`src/rtl/backward_pipe_if.sv`:
```
// Handshake bundle for backward_pipe: upstream (_f) and downstream (_b) sides plus status.
// master is the environment around the stage, slave is the stage itself.
interface backward_pipe_if #(
  parameter int L  = 8,
  parameter int CW = 16
);
  logic          ready_f;
  logic          valid_f;
  logic [L-1:0]  data_f;
  logic          ready_b;
  logic          valid_b;
  logic [L-1:0]  data_b;
  logic          skid_full;
  logic [CW-1:0] beat_cnt;

  modport master (
    input  ready_f, valid_b, data_b, skid_full, beat_cnt,
    output valid_f, data_f, ready_b
  );

  modport slave (
    input  valid_f, data_f, ready_b,
    output ready_f, valid_b, data_b, skid_full, beat_cnt
  );
endinterface

```
`src/rtl/backward_pipe.sv`:
```
// Backward-registered pipe stage with one-beat skid; zero-cycle pass-through when empty.
// ready_f is a flop, so a stall on ready_b reaches upstream one cycle late and the skid absorbs that beat.
module backward_pipe #(
  parameter int L  = 8,
  parameter int CW = 16
) (
  input  logic           clk,
  input  logic           rst,
  backward_pipe_if.slave bus
);

  typedef enum logic {EMPTY, FULL} state_e;

  state_e        state_q, state_d;
  logic [L-1:0]  skid_q, skid_d;
  logic [CW-1:0] cnt_q, cnt_d;
  logic          ready_f_q, ready_f_d;
  logic          valid_b;
  logic [L-1:0]  data_b;

  always_ff @(posedge clk or negedge rst) begin
    if (!rst) begin
      state_q   <= EMPTY;
      skid_q    <= '0;
      cnt_q     <= '0;
      ready_f_q <= 1'b0;
    end else begin
      state_q   <= state_d;
      skid_q    <= skid_d;
      cnt_q     <= cnt_d;
      ready_f_q <= ready_f_d;
    end
  end

  always_comb begin
    state_d = state_q;
    skid_d  = skid_q;
    cnt_d   = cnt_q;
    valid_b = bus.valid_f;
    data_b  = bus.data_f;
    case (state_q)
      EMPTY: begin
        // Downstream stalled while a beat is offered: park it in the skid.
        if (bus.valid_f && !bus.ready_b) begin
          state_d = FULL;
          skid_d  = bus.data_f;
        end
      end
      FULL: begin
        valid_b = 1'b1;
        data_b  = skid_q;
        if (bus.ready_b) begin
          state_d = EMPTY;
        end
      end
      default: state_d = EMPTY;
    endcase
    if (valid_b && bus.ready_b) begin
      cnt_d = cnt_q + CW'(1);
    end
    // Registered from next state only, so ready_b never reaches ready_f within a cycle.
    ready_f_d = (state_d == EMPTY);
  end

  assign bus.ready_f   = ready_f_q;
  assign bus.valid_b   = valid_b;
  assign bus.data_b    = data_b;
  assign bus.skid_full = (state_q == FULL);
  assign bus.beat_cnt  = cnt_q;

endmodule

```
`src/flat_wrapper.sv`:
```
// flat-port wrapper written by rule: the top's interface ports become plain ports
module backward_pipe_flat 
#(
  parameter int L  = 8,
  parameter int CW = 16
)
  (clk, rst, bus_valid_f, bus_data_f, bus_ready_b, bus_ready_f, bus_valid_b, bus_data_b, bus_skid_full, bus_beat_cnt);
  backward_pipe_if #(.L(L), .CW(CW)) bus_i ();
  input  logic clk;
  input  logic rst;
  input wire logic [$bits(bus_i.valid_f)-1:0] bus_valid_f;
  input wire logic [$bits(bus_i.data_f)-1:0] bus_data_f;
  input wire logic [$bits(bus_i.ready_b)-1:0] bus_ready_b;
  output wire logic [$bits(bus_i.ready_f)-1:0] bus_ready_f;
  output wire logic [$bits(bus_i.valid_b)-1:0] bus_valid_b;
  output wire logic [$bits(bus_i.data_b)-1:0] bus_data_b;
  output wire logic [$bits(bus_i.skid_full)-1:0] bus_skid_full;
  output wire logic [$bits(bus_i.beat_cnt)-1:0] bus_beat_cnt;
  assign bus_i.valid_f = bus_valid_f;
  assign bus_i.data_f = bus_data_f;
  assign bus_i.ready_b = bus_ready_b;
  assign bus_ready_f = bus_i.ready_f;
  assign bus_valid_b = bus_i.valid_b;
  assign bus_data_b = bus_i.data_b;
  assign bus_skid_full = bus_i.skid_full;
  assign bus_beat_cnt = bus_i.beat_cnt;
  backward_pipe #(.L(L), .CW(CW)) u_core (.clk(clk), .rst(rst), .bus(bus_i));
endmodule
```
`config.mk`:
```
export PLATFORM = sky130hd
export DESIGN_NAME = backward_pipe_flat
export DESIGN_NICKNAME = d
export VERILOG_FILES = /design/src/rtl/backward_pipe_if.sv /design/src/rtl/backward_pipe.sv /design/src/flat_wrapper.sv
export SDC_FILE = /design/constraint.sdc
export NUM_CORES = 1
export LEC_CHECK = 0
export ABC_CLOCK_PERIOD_IN_PS = 1800
export CAP_MARGIN = 40
export CORE_AREA = 10 10 56 80
export CTS_CLUSTER_SIZE = 20
export DETAILED_ROUTE_END_ITERATION = 8
export DIE_AREA = 0 0 66 90
export MAX_ROUTING_LAYER = met4
export PLACE_DENSITY = 0.69
export REMOVE_ABC_BUFFERS = 1
export SYNTH_ARGS = -nofsm -noshare
export SYNTH_HDL_FRONTEND = slang
export SYNTH_SLANG_ARGS = --single-unit
```
`constraint.sdc`:
```
create_clock -name clk -period 1.8 [get_ports clk]
set_input_delay 0.36 -clock clk [delete_from_list [all_inputs] [get_ports clk]]
set_output_delay 0.36 -clock clk [all_outputs]
set_load 0.02 [all_outputs]
```
After elaboration in Yosys (flattened, before gate mapping)

Cells that the tools add are included.

Bitwise operators: 2
Equality and inequality tests: 0
$lt $le $gt $ge: 0
$add $sub $neg: 1
Divide/modulo/power cells: 0
Shift operators: 0
Mux-type cells: 5
Multipliers: 0
Reduce and logical (&&, ||, !) cells: 4

Operators with widths:

| kind                  | number |
|---|---|
| $add 16x1->16 const B | 1 |
| $mux 8                | 1 |
| $mux 1                | 3 |
| $logic_and 1x1->1     | 2 |
| $not 1->1             | 2 |
| $pmux 1 s2            | 1 |
| $reduce_and 2->1      | 1 |
| $logic_not 1->1       | 1 |

Memories kept: 0
Output and inout bits: 27
RAM bits: 0
ROM bits: 0
Input bits: 12
Latch bits: 0
Bits in registers: 26
Word-level logic and storage cells: 16

Logic depth before layout (Yosys ltp)

Gate-level depths: netlist (run 1).

Depth after elaboration: 5
Mapped depth: 5
Mapped depth without buffers: 5

Least setup slack after synthesis (run 1)

Ideal clock, no wire load.

Kind: register to register
From: reg u_core.state_q (netlist: u_core.bus.skid_full)
To: reg u_core.skid_q[0]
Path buffers: 1
Library setup time: 0.125 ns
Arrival time: 1.391 ns
Stages on the path, launching flop included: 4
Clock period less this slack: 1.516 ns
Data required time: 1.675 ns
Setup slack: 0.284 ns
Cell sequence: dfrtp_1 buf_6 nor3b_4 mux2_2

Word-level cells in the longest chain between the ends: 2

RTL lines:

| what                       | line                | RTL |
|---|---|---|
| start, declared            | backward_pipe.sv:14 | `state_e state_q, state_d;` |
| start signal, assigned     | backward_pipe.sv:28 | `state_q <= state_d;` |
| $not 1->1                  | -                   |  |
| $reduce_and 2->1 (no line) | -                   |  |
| end signal, assigned       | backward_pipe.sv:29 | `skid_q <= skid_d;` |
| end, declared              | backward_pipe.sv:15 | `logic [L-1:0] skid_q, skid_d;` |

Every way passes these cells.
A chain may end at the register's enable or synchronous reset.

Worst setup path after layout (run 1)

From: reg u_core.cnt_q[3] (netlist: u_core.bus.beat_cnt[3])
To: out bus_beat_cnt[3]

RTL lines:

| what                   | line                | RTL |
|---|---|---|
| start, declared        | backward_pipe.sv:16 | `logic [CW-1:0] cnt_q, cnt_d;` |
| start signal, assigned | backward_pipe.sv:30 | `cnt_q <= cnt_d;` |
| end, declared          | flat_wrapper.sv:18  | `output wire logic [$bits(bus_i.beat_cnt)-1:0] bus_beat_cnt;` |

No word-level cell between the ends.

==> results.txt, run 1 <==
outcome: complete, no violations
most frequently used cell type in the post-synthesis netlist: sky130_fd_sc_hd__dfrtp_1
total number of nets in the final design: 153
number of maximum-capacitance violations: 0
effective utilization at floorplan: 38.4%
delay-heaviest family, CP: buffers and inverters
required arrival time at the worst endpoint: 1440 ps
largest stage delay on the critical path: 650 ps
Max Freq: 577 MHz
internal reg-to-reg setup slack: 270 ps
Layout Skew: 4.67 ps
source of the worst register-to-register timing path: u_core.bus.skid_full
count of buffers from port buffering: 38
Area Growth Syn to Fin: 43.3%
number of design rule violations left after detail routing: 0
count of antenna-violating nets left after detailed routing: 0
class of the most critical setup path: flop to primary output
Num CTS Buffers: 3
number of inserted filler cells in the final layout: 277
reg2reg end: u_core.bus.beat_cnt[1]
buffer levels on the longest clock path: 2
class of the tightest hold or removal check: input pin to async pin
number of global-route vias before repair: 876
ANT cells: 0
clock network fraction of total power: 22.1%
switching power as a share of total power: 32.3%
maximum number of pins on one net before global-route repair: 27
clock latency of the later-clocked register in the worst-skew pair: 270 ps
post-detailed-placement half-perimeter wirelength: 2090 µm
startpoint type of the worst setup path: flop
area of the die: 5940 µm²
flip-flop and latch count after synthesis: 26
Overall Power: 1730 µW
Warnings, synthesis: 0
Ports: 39
arrival time worst endpoint: 1370 ps
synth cell count leaders: sky130_fd_sc_hd__dfrtp_1, sky130_fd_sc_hd__mux2_2, sky130_fd_sc_hd__xnor2_1
standard cell with the maximum stage delay on the critical path: sky130_fd_sc_hd__clkdlybuf4s50_1
clock transition at the registers of the reported paths: 90 ps
fraction of layout instances using a drive strength above 1: 32.4%
net switching power figure: 557 µW
TritonCTS clock tree: built
part of the power in registers: 46.2%
final RePlAce weighted congestion: 0.698
fraction of power consumed by combinational cells: 31.7%
Final TNS setup: 0 ps
Clock H-tree levels: 1
area of the core region: 3100 µm²
initial antenna violation count: 0
internal power: 1170 µW
Finish-stage setup viols: 0
count of hold-fix buffers inserted at cts: 0
non-filler cells, final: 179
ratio of final minimum period to clock period: 96.3%
r2r worst-path depth: 4
via count: 858
RSZ-0062 raised after global routing: no
number of flops mapped to enable cells by yosys: 0
Synth async-reset ratio: 100%
transition time at the pin with the least slew margin: 399 ps
number of distinct library cell variants in the gate-level netlist after synthesis: 22
Hold Slack: 458 ps
total track usage: 8.99%
post-layout min period: 1730 ps
Num Clock Sinks: 26
Max Slew Vio Count: 0
Remaining Overflow, GRT: 0
initial DRC count: 5
post-synth top area share: 54.7%
flip-flop cell with the highest count after synthesis: sky130_fd_sc_hd__dfrtp_1
post-synthesis sequential area ratio: 54.7%
combined area of all synthesized cells: 1190 µm²
Vias/cell: 4.79
Die W: 66 µm
Slew HR: 73.1%
Gate Count Post-Synth: 89
cell breakdown of the critical path: clkdlybuf4s50_1
Worst Path Buf+Inv: 1
Routed WL: 2570 µm
clock tree root driver cell: sky130_fd_sc_hd__clkbuf_8
library cell occupying the most area in the post-synthesis netlist: sky130_fd_sc_hd__dfrtp_1
Final Hold Vio Count: 0
overall die height: 90 µm
peak fanout along the critical path: 5
Leak: 0.000751 µW
average cell area after synthesis: 13.4 µm²
placed insts: 175
wire length of the first global-routing pass: 4320 µm
# Post-CTS Setup Buffers: 0
kind of end point of the critical path: primary output
FP Rows: 25
First-pass DRT Iterations: 4
cell types occupying the most area after synthesis: sky130_fd_sc_hd__dfrtp_1, sky130_fd_sc_hd__mux2_2, sky130_fd_sc_hd__xnor2_1
average wire per cell in the routed design: 14.4 µm
Cell Pwr Density: 1010 nW/µm²
Max VDD drop: 684 µV
[layout make-up]
type,instances,area (µm²),share of cell area [%]
Clock buffer,4,55.1,3.23
Inverter,2,7.51,0.441
Multi-Input combinational cell,60,519,30.5
Sequential cell,26,651,38.2
Tap cell,40,50.0,2.94
Timing Repair Buffer,47,420,24.7
[registers in the layout, summed over array words and instances (netlist names)]
name	flops
u_core.bus.skid_full	1
u_core.skid_q	8
u_core.bus.ready_f	1
u_core.bus.beat_cnt	16
[worst max-delay path by stage]
| stage | endpoint | startpoint | cells past startpoint | slack [ps] |
|---|---|---|---|---|
| after floorplan | u_core.bus.beat_cnt[5] | u_core.bus.skid_full | 4 | 220 |
| after global placement | bus_valid_b | bus_valid_f | 3 | -160 |
| after detailed placement | bus_valid_b | bus_valid_f | 3 | -190 |
| after CTS | bus_valid_b | u_core.bus.skid_full | 3 | 0.5 |
| after global routing | bus_beat_cnt[3] | u_core.bus.beat_cnt[3] | 1 | 30 |
| final | bus_beat_cnt[3] | u_core.bus.beat_cnt[3] | 1 | 70 |
[layer usage]
layer / GRT usage (%) / vias up / part of all wire [%]
met5: - / - / 0
met4: 2.11 / 0 / 0
met3: 5.09 / 0 / 14
met2: 13.8 / 35 / 47
met1: 9.85 / 410 / 39
li1: - / 413 / -
[power groups by stage]
stage          Clock [µW]  Combinational, µW  Sequential (µW)
2_1_floorplan           0                217              877
3_3_place_gp            0                577              804
3_5_place_dp            0                586              812
4_1_cts               386                576              800
5_1_grt               413                600              813
6_report              381                548              797
[stage by stage]
stage / setup WS, ps / instance area (µm²) / utilization (%)
CTS: 0.498 / 1740 / 56.3
global placement: -164 / 1690 / 54.5
global route: 28.0 / 1700 / 55.0
finish: 67.5 / 1700 / 55.0
floorplan: 225 / 1180 / -
detailed placement: -190 / 1690 / 54.5
[kinds of logic (layout without fill, tap and decap cells)]
logic type,count (synthesis),count (layout),synth area share (%)
adder cells (fa/ha/maj),1,1,1.05
AND/OR/NAND/NOR,24,24,12.5
AO/OA/AOI/OAI,3,3,2.95
XOR/XNOR,15,15,11.1
multiplexers,17,17,16.1
flip-flops,26,26,54.7
buffers and inverters,3,53,1.58
[cell usage in the layout, fill, tap and decap left out, drive strengths merged]
cell | Yosys | routed
nor2 | 3 | 3
nor3b | 1 | 1
nand2b | 1 | 1
buf | 1 | 10
and3 | 1 | 1
nand2 | 7 | 7
and4 | 1 | 1
dlymetal6s2s | 0 | 2
or2 | 1 | 1
nor3 | 3 | 3
o211ai | 1 | 1
inv | 2 | 2
dfrtp | 26 | 26
xor2 | 3 | 3
clkbuf | 0 | 12
o21ai | 1 | 1
nand3 | 3 | 3
xnor2 | 12 | 12
mux2 | 17 | 17
clkdlybuf4s50 | 0 | 27
nand4 | 3 | 3
o2111ai | 1 | 1
ha | 1 | 1
[what timing repair did]
action	CTS	global route
gates resized for setup	18	12
endpoints found under the setup margin	9	11
cloned	0	0
Note: power is estimated with default switching activity, not from simulation.
==> inputs of run 2 (changes only) <==
- CORE_AREA: 10 10 56 80 -> 10 10 53 76
- DIE_AREA: 0 0 66 90 -> 0 0 63 86
- PLACE_DENSITY: 0.69 -> 0.77
==> run 2 against run 1 <==
Net effect:
- sequential power is 1% higher
- global-route usage is 1.8 points higher
- power is 0.81% higher
- maximum frequency is 0.68% lower
- core utilization is 9.7 points higher
- clock-buffer cell count stayed put
- first-iteration DRC count is 140% higher
- via count is 0.70% lower
- clock power is 4% lower
- cell count stayed put
- critical path depth is 2 higher
- critical path type unchanged
- critical endpoint is now bus_data_b[1]
==> results.txt, run 2 (synthesized netlist as in run 1, its figures left out) <==
critical path startpoint: u_core.bus.skid_full
count of antenna-violating nets left after detailed routing: 0
Max VDD drop: 657 µV
r2r worst-path depth: 4
post-detailed-placement half-perimeter wirelength: 2110 µm
initial antenna violation count: 0
average wire per cell in the routed design: 15.3 µm
Num Clock Sinks: 26
non-filler cells, final: 179
Remaining Overflow, GRT: 0
outcome: complete, no violations
startpoint type of the worst setup path: flop
wire length of the first global-routing pass: 4690 µm
FP Rows: 23
Leak: 0.000773 µW
Post-Route Utilization: 64.7%
number of global-route vias before repair: 1,032
clock tree root driver cell: sky130_fd_sc_hd__clkbuf_8
kind of end point of the critical path: primary output
Vias/cell: 4.76
class of the tightest hold or removal check: input pin to async pin
Ports: 39
number of maximum-capacitance violations: 0
class of the most critical setup path: flop to primary output
Clock H-tree levels: 1
clock latency of the later-clocked register in the worst-skew pair: 270 ps
Final Hold Vio Count: 0
Area Growth Syn to Fin: 45.6%
Die W: 63 µm
standard cell with the maximum stage delay on the critical path: sky130_fd_sc_hd__dfrtp_2
effective utilization at floorplan: 44.4%
internal reg-to-reg setup slack: 230 ps
cell breakdown of the critical path: buf_4 -> mux2_2 -> clkdlybuf4s15_1
Slew HR: 74.7%
final RePlAce weighted congestion: 0.798
flip-flop count of the largest register after layout: 16
TritonCTS clock tree: built
count of hold-fix buffers inserted at cts: 0
Routed WL: 2730 µm
via count: 852
delay-heaviest family, CP: buffers and inverters
maximum number of pins on one net before global-route repair: 27
number of gates on the worst path with buffers counted: 3
fraction of layout instances using a drive strength above 1: 33.8%
count of buffers from port buffering: 38
Max Freq: 573 MHz
largest stage delay on the critical path: 420 ps
transition time at the pin with the least slew margin: 376 ps
number of design rule violations left after detail routing: 0
reg2reg end: u_core.bus.beat_cnt[1]
Num CTS Buffers: 3
arrival time worst endpoint: 1380 ps
clock transition at the registers of the reported paths: 90 ps
Finish-stage setup viols: 0
destination of the critical timing path: bus_data_b[1]
commonest cells after routing, fill and taps aside: sky130_fd_sc_hd__clkdlybuf4s50_1, sky130_fd_sc_hd__dfrtp_1, sky130_fd_sc_hd__mux2_2, sky130_fd_sc_hd__xnor2_1, sky130_fd_sc_hd__buf_4
RSZ-0062 raised after global routing: no
source of the worst register-to-register timing path: u_core.bus.skid_full
overall die height: 86 µm
Layout Skew: 6.57 ps
leading cell type in the layout, fill and taps excluded: sky130_fd_sc_hd__clkdlybuf4s50_1
Worst Path Buf+Inv: 2
initial DRC count: 12
required arrival time at the worst endpoint: 1440 ps
ANT cells: 0
buffer levels on the longest clock path: 2
placed insts: 172
total number of nets in the final design: 156
Cell Pwr Density: 1010 nW/µm²
area of the core region: 2680 µm²
total track usage: 10.8%
peak fanout along the critical path: 3
post-layout min period: 1740 ps
Max Slew Vio Count: 0
First-pass DRT Iterations: 3
area of the die: 5420 µm²
ratio of final minimum period to clock period: 96.9%
[run 2: repair_timing]
action,4_1_cts,5_1_grt
gates resized for setup,17,17
setup endpoints to repair,10,12
gates cloned,0,0
buffers inserted,3,0
[run 2: worst min path at each step]
stage / slack, ps / end / depth (start not counted)
2_1_floorplan: 60 / u_core.bus.beat_cnt[0] / 0
3_3_place_gp: 460 / u_core.bus.beat_cnt[15] / 1
3_5_place_dp: 480 / u_core.bus.beat_cnt[10] / 1
4_1_cts: 460 / u_core.bus.beat_cnt[1] / 2
5_1_grt: 500 / u_core.bus.beat_cnt[7] / 2
6_report: 450 / u_core.bus.beat_cnt[7] / 2
[run 2: where the power goes]
| group | switching, µW | internal [µW] | total [µW] |
|---|---|---|---|
| combinational | 271 | 299 | 570 |
| clock | 170 | 195 | 365 |
| sequential | 119 | 686 | 805 |
[run 2: final cells by class]
type | instances | area (µm²)
clock buffers | 4 | 55.1
multi-input cells | 60 | 519
repair buffers | 50 | 450
fillers | 230 | 946
inverters | 2 | 7.51
well taps | 37 | 46.3
flip-flops and latches | 26 | 652
[run 2: routing by layer]
layer / vias to the layer above / share of wire [%] / GRT usage (%)
met2: 25 / 52 / 18.4
met1: 409 / 40 / 11.5
met5: - / 0 / -
li1: 413 / - / -
met4: 0 / 1.9 / 4.90
met3: 5 / 5.8 / 2.86
[run 2: per-stage QoR]
step / instance area [µm²] / setup slack [ps] / hold WS [ps] / TNS [ps] / power, µW
floorplan: 1180 / 225 / 64.4 / 0 / 1090
global placement: 1680 / -159 / 464 / -1250 / 1380
detailed placement: 1680 / -173 / 481 / -1430 / 1410
CTS: 1760 / 0.0268 / 465 / 0 / 1770
global route: 1730 / 5.49 / 500 / 0 / 1840
finish: 1730 / 55.5 / 454 / 0 / 1740
[run 2: worst reg2reg max path: cells and delay by family (launching register included)]
family / cells / cell delay [ps]
buffers and inverters: 2 / 330
AOI/OAI and AO/OA: 1 / 340
DFF: 1 / 420
muxes: 1 / 380
